===== src/rtl/mul_share_sched.sv =====
// rtl/mul_share_sched.sv - round-robin scheduler sharing one multiplier among NREQ requesters
module mul_share_sched #(
    parameter int WIDTH   = 8,
    parameter int NREQ    = 4,
    parameter int MUL_LAT = 2
) (
    input  logic                                clk,
    input  logic                                rst_n,
    input  logic [NREQ-1:0]                     req_valid,
    output logic [NREQ-1:0]                     req_ready,
    input  logic [NREQ-1:0][WIDTH-1:0]          req_a,
    input  logic [NREQ-1:0][WIDTH-1:0]          req_b,
    output logic [WIDTH-1:0]                    mul_in1,
    output logic [WIDTH-1:0]                    mul_in2,
    input  logic [2*WIDTH:0]                    mul_out,
    output logic                                resp_valid,
    input  logic                                resp_ready,
    output logic [$clog2(NREQ)-1:0]             resp_id,
    output logic [2*WIDTH-1:0]                  resp_data,
    output logic                                resp_ovf,
    output logic [15:0]                         op_count
);

    localparam int IDW = $clog2(NREQ);

    typedef enum logic [1:0] {
        IDLE = 2'd0,
        BUSY = 2'd1,
        RESP = 2'd2
    } state_t;

    state_t          state;
    state_t          state_next;
    logic [IDW-1:0]  rr_ptr;
    logic [3:0]      lat_cnt;
    logic            armed;
    logic            gnt_any;
    logic [IDW-1:0]  gnt_idx;
    logic            accept;
    logic            resp_hs;

    // First valid requester at or after rr_ptr, searching upward with wrap.
    // Iterating from the farthest offset down lets the nearest one win.
    always_comb begin
        int idx;
        idx     = 0;
        gnt_any = 1'b0;
        gnt_idx = '0;
        for (int i = NREQ - 1; i >= 0; i--) begin
            idx = int'(rr_ptr) + i;
            if (idx >= NREQ) begin
                idx = idx - NREQ;
            end
            if (req_valid[idx]) begin
                gnt_any = 1'b1;
                gnt_idx = IDW'(idx);
            end
        end
    end

    // Next-state logic and the one-hot accept strobe toward requesters.
    always_comb begin
        state_next = state;
        req_ready  = '0;
        accept     = 1'b0;
        case (state)
            IDLE: begin
                if (gnt_any && armed) begin
                    req_ready[gnt_idx] = 1'b1;
                    accept             = 1'b1;
                    state_next         = BUSY;
                end
            end
            BUSY: begin
                if (lat_cnt == 4'd1) begin
                    state_next = RESP;
                end
            end
            RESP: begin
                if (resp_ready) begin
                    state_next = IDLE;
                end
            end
            default: state_next = IDLE;
        endcase
    end

    assign resp_valid = (state == RESP);
    assign resp_hs    = resp_valid && resp_ready;

    // State register; armed keeps req_ready low in the cycle right after a reset edge.
    always_ff @(posedge clk) begin
        if (!rst_n) begin
            state <= IDLE;
            armed <= 1'b0;
        end else begin
            state <= state_next;
            armed <= 1'b1;
        end
    end

    // Operand capture, settle countdown, result capture and completion bookkeeping.
    always_ff @(posedge clk) begin
        if (!rst_n) begin
            rr_ptr    <= '0;
            lat_cnt   <= '0;
            mul_in1   <= '0;
            mul_in2   <= '0;
            resp_id   <= '0;
            resp_data <= '0;
            resp_ovf  <= 1'b0;
            op_count  <= '0;
        end else begin
            if (accept) begin
                mul_in1 <= req_a[gnt_idx];
                mul_in2 <= req_b[gnt_idx];
                resp_id <= gnt_idx;
                lat_cnt <= 4'(MUL_LAT);
            end
            if (state == BUSY) begin
                lat_cnt <= lat_cnt - 4'd1;
                if (lat_cnt == 4'd1) begin
                    resp_data <= mul_out[2*WIDTH-1:0];
                    resp_ovf  <= mul_out[2*WIDTH];
                end
            end
            if (resp_hs) begin
                rr_ptr   <= (resp_id == IDW'(NREQ - 1)) ? '0 : resp_id + IDW'(1);
                op_count <= op_count + 16'd1;
            end
        end
    end

endmodule


===== config.mk =====
export PLATFORM = sky130hd
export DESIGN_NAME = mul_share_sched
export DESIGN_NICKNAME = d
export VERILOG_FILES = /design/src/rtl/mul_share_sched.sv
export SDC_FILE = /design/constraint.sdc
export NUM_CORES = 1
export LEC_CHECK = 0
export BUFFER_PORTS_ARGS = -buffer_cell sky130_fd_sc_hd__buf_2
export CAP_MARGIN = 10
export CORE_MARGIN = 4
export CORE_UTILIZATION = 49
export DETAILED_ROUTE_END_ITERATION = 8
export PLACE_DENSITY = 0.82
export SETUP_SLACK_MARGIN = 0.2
export SYNTH_ARGS = -nofsm -noshare
export SYNTH_HDL_FRONTEND = slang
export SYNTH_SLANG_ARGS = --single-unit
export TNS_END_PERCENT = 1

===== constraint.sdc =====
create_clock -name clk -period 3.9 [get_ports clk]
set_input_delay 0.195 -clock clk [delete_from_list [all_inputs] [get_ports clk]]
set_output_delay 0.195 -clock clk [all_outputs]
set_load 0.01 [all_outputs]

==> flow_summary_export.csv <==
group,metric,value,unit
die,ios,144,
final_layout,nets,550,
run,drv_cap,0,
place,port_buffers,143,
sta,setup_viol,0,
die,die_area,7240,um^2
route,wl,7.57,mm
sta,final.min_clock_period,2.35,ns
die,coreArea,5640,um^2
final_layout,nFillCells,494,
hold_path,min_path_type,"primary input to register",
power_and_ir_drop,power.leakage,1.77,nW
yosys,yosysSeqAreaShare,41.2,%
place,place.gp.congestion,0.787,
clocking,cts_tree,"built",
yosys,syn_inst,322,
route,wl_per_cell,14.1,um
grt,grtUsageTotal,21.1,%
yosys,synth_edf_count,0,
power_and_ir_drop,power,1.31,mW
clocking,clock_sinks,60,
yosys,synth.distinct_cells,39,
yosys,synthFlopType,"dfxtp_1",
route,num_vias,2744,
sta,fin_tns_setup,0,ns
route,dr.pass1.iters,4,
critical_path,critPathKind,"register to primary output",
place,dp.cells,519,
sta,max_freq,0.426,GHz
route,remaining_drc_errors,0,
grt,grt-ovfl-total,0,
critical_path,cp_slowest_cell,"o32a_2",
clocking,clk_latency,0.33,ns
critical_path,worst_path_most_repeated_cell,"inv_1",
sta,timing.hold.ws,0.112,ns
grt,grt_pass1_wl,12.4,mm
critical_path,path_cells,"inv_1 -> a21oi_1 -> o32a_2 -> inv_1 -> nor2_1 -> buf_2",
sta,finalCritPeriodShare,60.3,%
yosys,syn_nets,414,
yosys,yosys_warnings,0,
yosys,netlist_area,2910,um^2
critical_path,path_max_fanout,36,
yosys,synth-async-reset-ratio,0,%
die,die_h,85.1,um
critical_path,required,3.70,ns
power_and_ir_drop,powerDensity,348,nW/um^2
route,drt-initial-drc-count,96,
sta,worst_slew_pin_slew,1.08,ns
die,start_util,51.6,%
yosys,yosys_register_bits,60,
critical_path,cpPeakStageDelay,0.85,ns
grt,antenna_found_initial,0,
die,num_rows,27,
final_layout,syn_to_final_growth,29.4,%
grt,grt_max_degree,48,
sta,finalHoldViolations,0,
yosys,syn_area_per_cell,9.05,um^2
clocking,clk_path_buf_depth,2,
route,ant_nets,0,
grt,grt_pass1_vias,2715,
sta,fin_worst_skew,0.00794,ns
critical_path,arrival,2.15,ns
clocking,clk_pin_slew_worst_paths,0.06,ns
critical_path,setup.worst_path.start_class,"register",
sta,slew_headroom,28.1,%
clocking,hold_buffers,0,
clocking,cts_root_buf,"clkbuf_8",
die,dieWidth,85.1,um
final_layout,stdcell_count,535,
clocking,post-cts-setup-buffers,0,
sta,drv_slew,0,
final_layout,drive_above_1_share,34.6,%
critical_path,critPathCaptureType,"primary output",
place,place_hpwl,5.74,mm
clocking,cts_resized,0,
clocking,htreeDepth,3,
route,via_per_inst,5.13,
clocking,numCtsBuffers,9,
sta,rsz0062_at_grt,"false",
final_layout,seq_area,1200,um^2
final_layout,utilization,66.8,%
final_layout,diodes,0,
final_layout,multiInputGateArea,1570,um^2
power_and_ir_drop,vdd_ir_drop_max,288,uV
status,status,"finished, final reports clean",
-- final cells by class --
type                    instances  share of cell area (%)
clock buffers                  14                    4.05
repair buffers                143                    19.0
multi-input cells             237                    41.7
well taps                      72                    2.39
flip-flops and latches         60                    31.9
clock inverters                 2                   0.266
inverters                       7                   0.697
-- synth_stat cells, drive strengths merged (2+ instances only) --
library cell	n	area share [%]
a21boi	22	5.7
a21o	2	0.52
a21oi	5	0.86
and2	13	2.8
and3	2	0.43
buf	11	3.0
clkbuf	7	0.94
dfxtp	60	41
ha	4	1.7
inv	7	0.90
mux2i	35	12
nand2	68	8.8
nand2b	3	0.64
nand3	5	0.86
nand4	6	1.8
nor2	13	1.7
nor2b	9	1.9
nor3	4	0.86
nor4	2	0.43
o21a	2	0.52
o21ai	2	0.34
o221ai	16	4.8
or3	2	0.43
xnor2	9	2.7
xor2	4	1.2
-- flip-flops by register name (all words and copies together) (netlist names) --
signal and cells:
rr_ptr 2, mul_in2 8, mul_in1 8, lat_cnt 4, resp_ovf 1, op_count 16, state 2, resp_id 2
resp_data 16, armed 1
-- cells by family after synthesis --
kind of cell / after synthesis / share of synthesized area, %
and+or+nand+nor: 130 / 21.5
DFF: 60 / 41.2
buffers and inverters: 25 / 4.81
xor gates and xnor gates: 13 / 3.91
adders and majority gates: 4 / 1.72
AOI/OAI and AO/OA: 54 / 14.4
muxes: 36 / 12.4
-- layer usage --
layer  track usage [%]  routed length [um]
met4              7.91                 176
met3              8.64                 594
met1              23.8                2970
met2              35.5                3820
met5                 0                   0
-- worst paths after layout --
check | start | endpoint | slack (ns) | cells past startpoint
worst max-delay path | rr_ptr[0]$_SDFFE_PN0P_ | req_ready[3] | 1.55 | 6
worst min-delay path | mul_out[13] | resp_data[13]$_SDFFE_PN0P_ | 0.11 | 3
worst max register to register | rr_ptr[0]$_SDFFE_PN0P_ | mul_in2[2]$_SDFFE_PN0P_ | 1.85 | 5
worst min register to register | mul_in2[3]$_SDFFE_PN0P_ | mul_in2[3]$_SDFFE_PN0P_ | 0.46 | 2
-- per-stage QoR --
stage                     setup slack (ns)  instance area (um^2)
after floorplan                       2.39                  2910
after global placement                1.90                  3610
after detailed placement              1.77                  3610
after CTS                             1.51                  3770
after global routing                  1.36                  3770
final                                 1.55                  3770
-- cells in the final DEF, fill, tap and decap left out, drive strengths merged, types with 3 or more instances in the layout --
master | Yosys | final
buf | 11 | 143
nand2 | 68 | 68
dfxtp | 60 | 60
mux2i | 35 | 35
a21boi | 22 | 22
o221ai | 16 | 16
clkbuf | 7 | 14
nor2 | 13 | 13
and2 | 13 | 13
nor2b | 9 | 9
xnor2 | 9 | 9
inv | 7 | 7
nand4 | 6 | 6
a21oi | 5 | 5
nand3 | 5 | 5
xor2 | 4 | 4
ha | 4 | 4
nor3 | 4 | 4
nand2b | 3 | 3
-- power by group --
part / total, mW / internal (mW) / switching, mW / leakage [nW]
combinational: 0.189 / 0.0940 / 0.0949 / 1.20
clock: 0.468 / 0.247 / 0.221 / 0.0844
sequential: 0.654 / 0.638 / 0.0160 / 0.487
total: 1.31 / 0.979 / 0.332 / 1.77
-- worst max-delay path: cells and delay by family, from the launching register on --
family | cells | cell delay [ns]
flip-flops | 1 | 0.35
buffers and inverters | 3 | 0.34
AO/OA/AOI/OAI | 2 | 1.00
AND/OR/NAND/NOR | 1 | 0.13
No activity file was read; power rests on OpenSTA's default activity.
